## config.mk

```make
export PLATFORM = sky130hd
export DESIGN_NAME = sd_fifo_word_reader
export DESIGN_NICKNAME = d
export VERILOG_FILES = /design/src/rtl/sd_fifo_word_reader_pkg.sv /design/src/rtl/sd_fifo_word_reader_packer.sv /design/src/rtl/sd_fifo_word_reader.sv
export SDC_FILE = /design/constraint.sdc
export NUM_CORES = 1
export LEC_CHECK = 0
export ABC_AREA = 0
export CORE_MARGIN = 2
export CORE_UTILIZATION = 25
export CTS_BUF_LIST = sky130_fd_sc_hd__clkbuf_4 sky130_fd_sc_hd__clkbuf_8
export DETAILED_ROUTE_END_ITERATION = 12
export GPL_TIMING_DRIVEN = 0
export HOLD_SLACK_MARGIN = 0.12
export MAX_ROUTING_LAYER = met4
export PLACE_DENSITY = 0.5
export SYNTH_ARGS = -nofsm -noshare
export SYNTH_HDL_FRONTEND = slang
export SYNTH_HIERARCHICAL = 1
export SYNTH_SLANG_ARGS = --single-unit
```

## constraint.sdc

```tcl
create_clock -name rd_clk -period 2.3 [get_ports rd_clk]
set_input_delay 0.23 -clock rd_clk [delete_from_list [all_inputs] [get_ports rd_clk]]
set_output_delay 0.23 -clock rd_clk [all_outputs]
set_load 0.03 [all_outputs]
```

## src/rtl/sd_fifo_word_reader_pkg.sv

```systemverilog
// Shared constants for the SD FIFO word reader: FSM encodings and sector geometry.
package sd_fifo_word_reader_pkg;

  localparam logic [1:0] ST_IDLE    = 2'd0;
  localparam logic [1:0] ST_FETCH   = 2'd1;
  localparam logic [1:0] ST_PRESENT = 2'd2;

  localparam int SD_SECTOR_BYTES = 512;
  localparam int SD_SECTOR_WORDS = 128;

  typedef logic [1:0] state_t;

endpackage

```

## src/rtl/sd_fifo_word_reader_packer.sv

```systemverilog
// Byte-to-word packer: byte index counter plus lane-select capture register.
module sd_fifo_word_reader_packer #(
  parameter int BYTE_W     = 8,
  parameter int WORD_W     = 32,
  parameter int LITTLE_END = 1
) (
  input  logic              clk,
  input  logic              rst,
  input  logic              clr,
  input  logic              cap_en,
  input  logic [BYTE_W-1:0] byte_in,
  output logic [1:0]        idx,
  output logic [WORD_W-1:0] word_out,
  output logic              full
);

  logic [1:0]        idx_q, idx_d;
  logic [WORD_W-1:0] word_q, word_d;
  logic [1:0]        lane;

  always_comb begin
    idx_d  = idx_q;
    word_d = word_q;
    lane   = (LITTLE_END != 0) ? idx_q : (2'd3 - idx_q);
    full   = cap_en && (idx_q == 2'd3);
    if (clr) begin
      idx_d = '0;
    end else if (cap_en) begin
      word_d[lane*BYTE_W +: BYTE_W] = byte_in;
      // 2-bit index wraps 3 -> 0 on the capture that completes the word
      idx_d = idx_q + 2'd1;
    end
  end

  always_ff @(posedge clk) begin
    if (rst) begin
      idx_q  <= '0;
      word_q <= '0;
    end else begin
      idx_q  <= idx_d;
      word_q <= word_d;
    end
  end

  assign idx      = idx_q;
  assign word_out = word_q;

endmodule

```

## src/rtl/sd_fifo_word_reader.sv

```systemverilog
// Drains N 32-bit words from the 8-bit SD FIFO read port onto a valid/ready stream.
module sd_fifo_word_reader
  import sd_fifo_word_reader_pkg::*;
#(
  parameter int BYTE_W     = 8,
  parameter int WORD_W     = 32,
  parameter int LEN_W      = 8,
  parameter int LITTLE_END = 1
) (
  input  logic              rd_clk,
  input  logic              rd_rst,
  input  logic              req_valid,
  output logic              req_ready,
  input  logic [LEN_W-1:0]  req_words,
  output logic              fifo_rd_en,
  input  logic [BYTE_W-1:0] fifo_rd_data,
  input  logic              fifo_rd_empty,
  output logic [WORD_W-1:0] word_data,
  output logic              word_valid,
  input  logic              word_ready,
  output logic              word_last,
  output logic              busy,
  output logic [LEN_W-1:0]  words_left
);

  if (BYTE_W != 8) begin : g_bad_byte_w
    $error("sd_fifo_word_reader: BYTE_W must be 8");
  end
  if (WORD_W != 4 * BYTE_W) begin : g_bad_word_w
    $error("sd_fifo_word_reader: WORD_W must equal 4*BYTE_W");
  end

  state_t           state_q, state_d;
  logic             pending_q, pending_d;
  logic [LEN_W-1:0] words_left_q, words_left_d;
  logic             word_valid_q, word_valid_d;
  logic             word_last_q, word_last_d;

  logic       pk_clr, pk_cap, pk_full;
  logic [1:0] pk_idx;
  logic [2:0] fill;

  // bytes captured plus the one still in flight must not exceed a word
  assign fill       = {1'b0, pk_idx} + {2'b00, pending_q};
  assign fifo_rd_en = (state_q == ST_FETCH) && !fifo_rd_empty && (fill < 3'd4);
  assign pk_cap     = (state_q == ST_FETCH) && pending_q;
  assign pk_clr     = (state_q == ST_IDLE) && req_valid;

  sd_fifo_word_reader_packer #(
    .BYTE_W(BYTE_W), .WORD_W(WORD_W), .LITTLE_END(LITTLE_END)
  ) u_packer (
    .clk(rd_clk), .rst(rd_rst), .clr(pk_clr), .cap_en(pk_cap),
    .byte_in(fifo_rd_data), .idx(pk_idx), .word_out(word_data), .full(pk_full)
  );

  always_comb begin
    state_d      = state_q;
    pending_d    = 1'b0;
    words_left_d = words_left_q;
    word_valid_d = word_valid_q;
    word_last_d  = word_last_q;
    case (state_q)
      ST_IDLE: begin
        if (req_valid) begin
          words_left_d = req_words;
          if (req_words != '0) state_d = ST_FETCH;
        end
      end
      ST_FETCH: begin
        pending_d   = fifo_rd_en;
        word_last_d = (words_left_q == LEN_W'(1));
        if (pk_full) begin
          word_valid_d = 1'b1;
          state_d      = ST_PRESENT;
        end
      end
      ST_PRESENT: begin
        if (word_ready) begin
          word_valid_d = 1'b0;
          word_last_d  = 1'b0;
          if (words_left_q != '0) words_left_d = words_left_q - LEN_W'(1);
          state_d = word_last_q ? ST_IDLE : ST_FETCH;
        end
      end
      default: state_d = ST_IDLE;
    endcase
  end

  always_ff @(posedge rd_clk) begin
    if (rd_rst) begin
      state_q      <= ST_IDLE;
      pending_q    <= 1'b0;
      words_left_q <= '0;
      word_valid_q <= 1'b0;
      word_last_q  <= 1'b0;
    end else begin
      state_q      <= state_d;
      pending_q    <= pending_d;
      words_left_q <= words_left_d;
      word_valid_q <= word_valid_d;
      word_last_q  <= word_last_d;
    end
  end

  assign req_ready  = (state_q == ST_IDLE);
  assign busy       = (state_q != ST_IDLE);
  assign word_valid = word_valid_q;
  assign word_last  = word_last_q;
  assign words_left = words_left_q;

endmodule

```

==> flow_summary.ini <==
[status]
status = complete, no violations

[detailed_routing]
detail-route-antenna-nets = 0
route.detailed.drc = 0
routed-via-count = 2024
firstDrtPassIters = 4
totalWireLength_um = 6160
wl_per_cell_um = 14.9
drt_iter0_drc = 70
vias_per_cell = 4.90

[timing]
finalCritPeriodShare_pct = 95.1
period_minus_slack_ns = 2.19
drv_slew = 0
fin_skew_ns = 0.00496
worst_slack_ns = 0.113
tightest_slew_ns = 0.496
slew_headroom_pct = 66.9
fmax_mhz = 457
rsz0062_at_grt = no
hold_violations = 0
finalSetupViolations = 0

[logic_synthesis]
synth_edf_count = 0
netlist.top_cell.by_area = dfxtp_1
synth.area.top_cells = dfxtp_1, a21oi_1, a22o_1
ys_top_cells_by_count = dfxtp_1, a21oi_1, nand2_1
synth_compound_area_share_pct = 22.4
async_reset_ff_share_pct = 0
synth.area.mux_share_pct = 0.461
synth_ff_type = dfxtp_1
synth-xor-area-share_pct = 0.404
yosysUniqueCellTypes = 50
yosysSeqAreaShare_pct = 43.4
syn_area_per_cell_um2 = 9.23
syn_nets = 264
syn_inst = 235
synth-seq-cells = 47
synth_top_area_share_pct = 43.4
yosysWarnings = 6
synth_top_family_by_area = simple AND/OR/NAND/NOR gates
synth-adder-area-share_pct = 4.61
synth_most_common_cell = dfxtp_1
syn_area_um2 = 2170
yosys.area_share.simple_pct = 24.7

[layout]
nets = 337
nFillCells = 880
drive_gt1_share_pct = 9.42
syn2layout_area_growth_pct = 41.9
design_area_um2 = 3080
antenna_cells = 0
finalNonFillerCells = 413

[clocking]
htreeDepth = 2
numCtsBuffers = 5
clkTransAtPathRegs_ns = 0.09
cts_tree = built
clk_path_buf_depth = 2
clk_latency_ns = 0.30
root_buffer = clkbuf_8
clkSinkCount = 47
holdBufCountCts = 0

[setup_path]
crit_family = simple AND/OR/NAND/NOR gates
crit_required_ns = 2.50
cpMaxStageDelayCell = or4_4
crit_fanout = 10
arrival_ns = 2.39
cp.buffers_inverters = 1
cp_cell_sequence = or4_4 > or4_4 > buf_6 > and2_4 > a2111oi_2
crit_type = flop to flop
startpoint_type = flop
crit_top_cell = or4_4
cpPeakStageDelay_ns = 0.58
cp-end-kind = flop

[floorplan]
rows = 33
dieWidth_um = 97.2
dieHeight_um = 97.2
coreArea_um2 = 8300
io-pin-count = 66
die_area_um2 = 9440
initial_core_util_pct = 26.1

[placed_design]
place_area_um2 = 2950
gp_congestion = 0.808
placedCellCount = 405
preCtsSetupSlack_ns = -0.144
io_buffer_count = 65
dp_hpwl_um = 4620

[run]
drv_cap = 0

[global_routing]
grt_pass1_vias = 1855
overflow = 0
grt_pass1_wl_um = 9850
antenna_found_initial = 0
grtUsageTotal_pct = 13.4
grt_max_degree = 15

[power_and_ir_drop]
vdd_drop_max_uv = 258
powerDensity_nw_per_um2 = 550
p_leak_nw = 1.05

[hold_path]
hold_class = flop to flop
==> flip-flops by register name, summed over array words and instances, names as in the netlist <==
register and count:
word_last 1, word_valid 1, u_packer/word_out 32, state_q 2
u_packer/idx 2, pending_q 1, words_left 8
==> routing by layer <==
metal,vias to the layer above,routed length (um),track usage [%]
li1,1004,-,-
met1,935,3020,18.8
met2,80,2730,19.3
met3,5,362,2.81
met4,0,54,3.79
met5,-,0,-
==> placed cells by master, fill, tap and decap left out, drive strengths merged, types with 4 or more instances in the layout <==
cell type,n
nand2b,6
a21oi,28
a31oi,4
a22o,15
nor2,10
nand3,19
nand2,23
nor3,5
nor2b,4
clkbuf,11
buf,7
a211oi,5
inv,8
ha,8
clkdlybuf4s50,63
dfxtp,47
==> cell families (layout without fill, tap and decap cells) <==
| family | count (synthesis) | after routing |
|---|---|---|
| adders and majority gates | 8 | 8 |
| xor gates and xnor gates | 1 | 1 |
| buffers and inverters | 20 | 93 |
| AOI/OAI and AO/OA | 69 | 69 |
| DFF | 47 | 47 |
| and+or+nand+nor | 89 | 89 |
| muxes | 1 | 1 |
==> worst register-to-register path: stages (launching register included) <==
cell	delay, ns
dfxtp_1	0.39
or4_4	0.58
or4_4	0.49
buf_6	0.16
and2_4	0.18
a2111oi_2	0.29
==> metrics by stage <==
stage / hold slack (ns) / TNS (ns) / util [%] / power (mW)
CTS: 0.462 / 0 / 36.9 / 1.72
finish: 0.457 / 0 / 37.1 / 1.69
global placement: 0.446 / -0.824 / 35.6 / 1.11
detailed placement: 0.449 / -1.23 / 35.6 / 1.11
floorplan: 0.299 / 0 / - / 0.997
global route: 0.472 / 0 / 37.1 / 1.77
==> layout make-up <==
cell class / count / area, um2 / share of cell area [%]
clock inverter: 2 / 37.5 / 1.22
clock buffer: 5 / 68.8 / 2.23
buffer: 12 / 57.6 / 1.87
inverter: 8 / 30.0 / 0.975
sequential: 47 / 942 / 30.6
multi-input combinational: 168 / 1150 / 37.4
timing repair buffer: 66 / 659 / 21.4
tap: 105 / 131 / 4.27
==> final timing paths <==
kind,start,to,slack [ns],cells past startpoint
worst max-delay path,words_left[3],words_left[6],0.11,5
worst min-delay path,u_packer/word_out[0],u_packer/word_out[0],0.46,2
worst max register to register,words_left[3],words_left[6],0.11,5
worst min register to register,u_packer/word_out[0],u_packer/word_out[0],0.46,2
==> report_power, final <==
group	switching (mW)	internal [mW]	total (mW)
Combinational	0.131	0.108	0.239
Clock	0.285	0.318	0.603
Sequential	0.0236	0.829	0.853
==> what timing repair did <==
| item | 4_1_cts | 5_1_grt |
|---|---|---|
| buffers inserted | 0 | 1 |
| pin swaps | 0 | 1 |
| gates resized for setup | 3 | 3 |
| endpoints found under the setup margin | 18 | 19 |
Note: power is estimated with default switching activity, not from simulation.
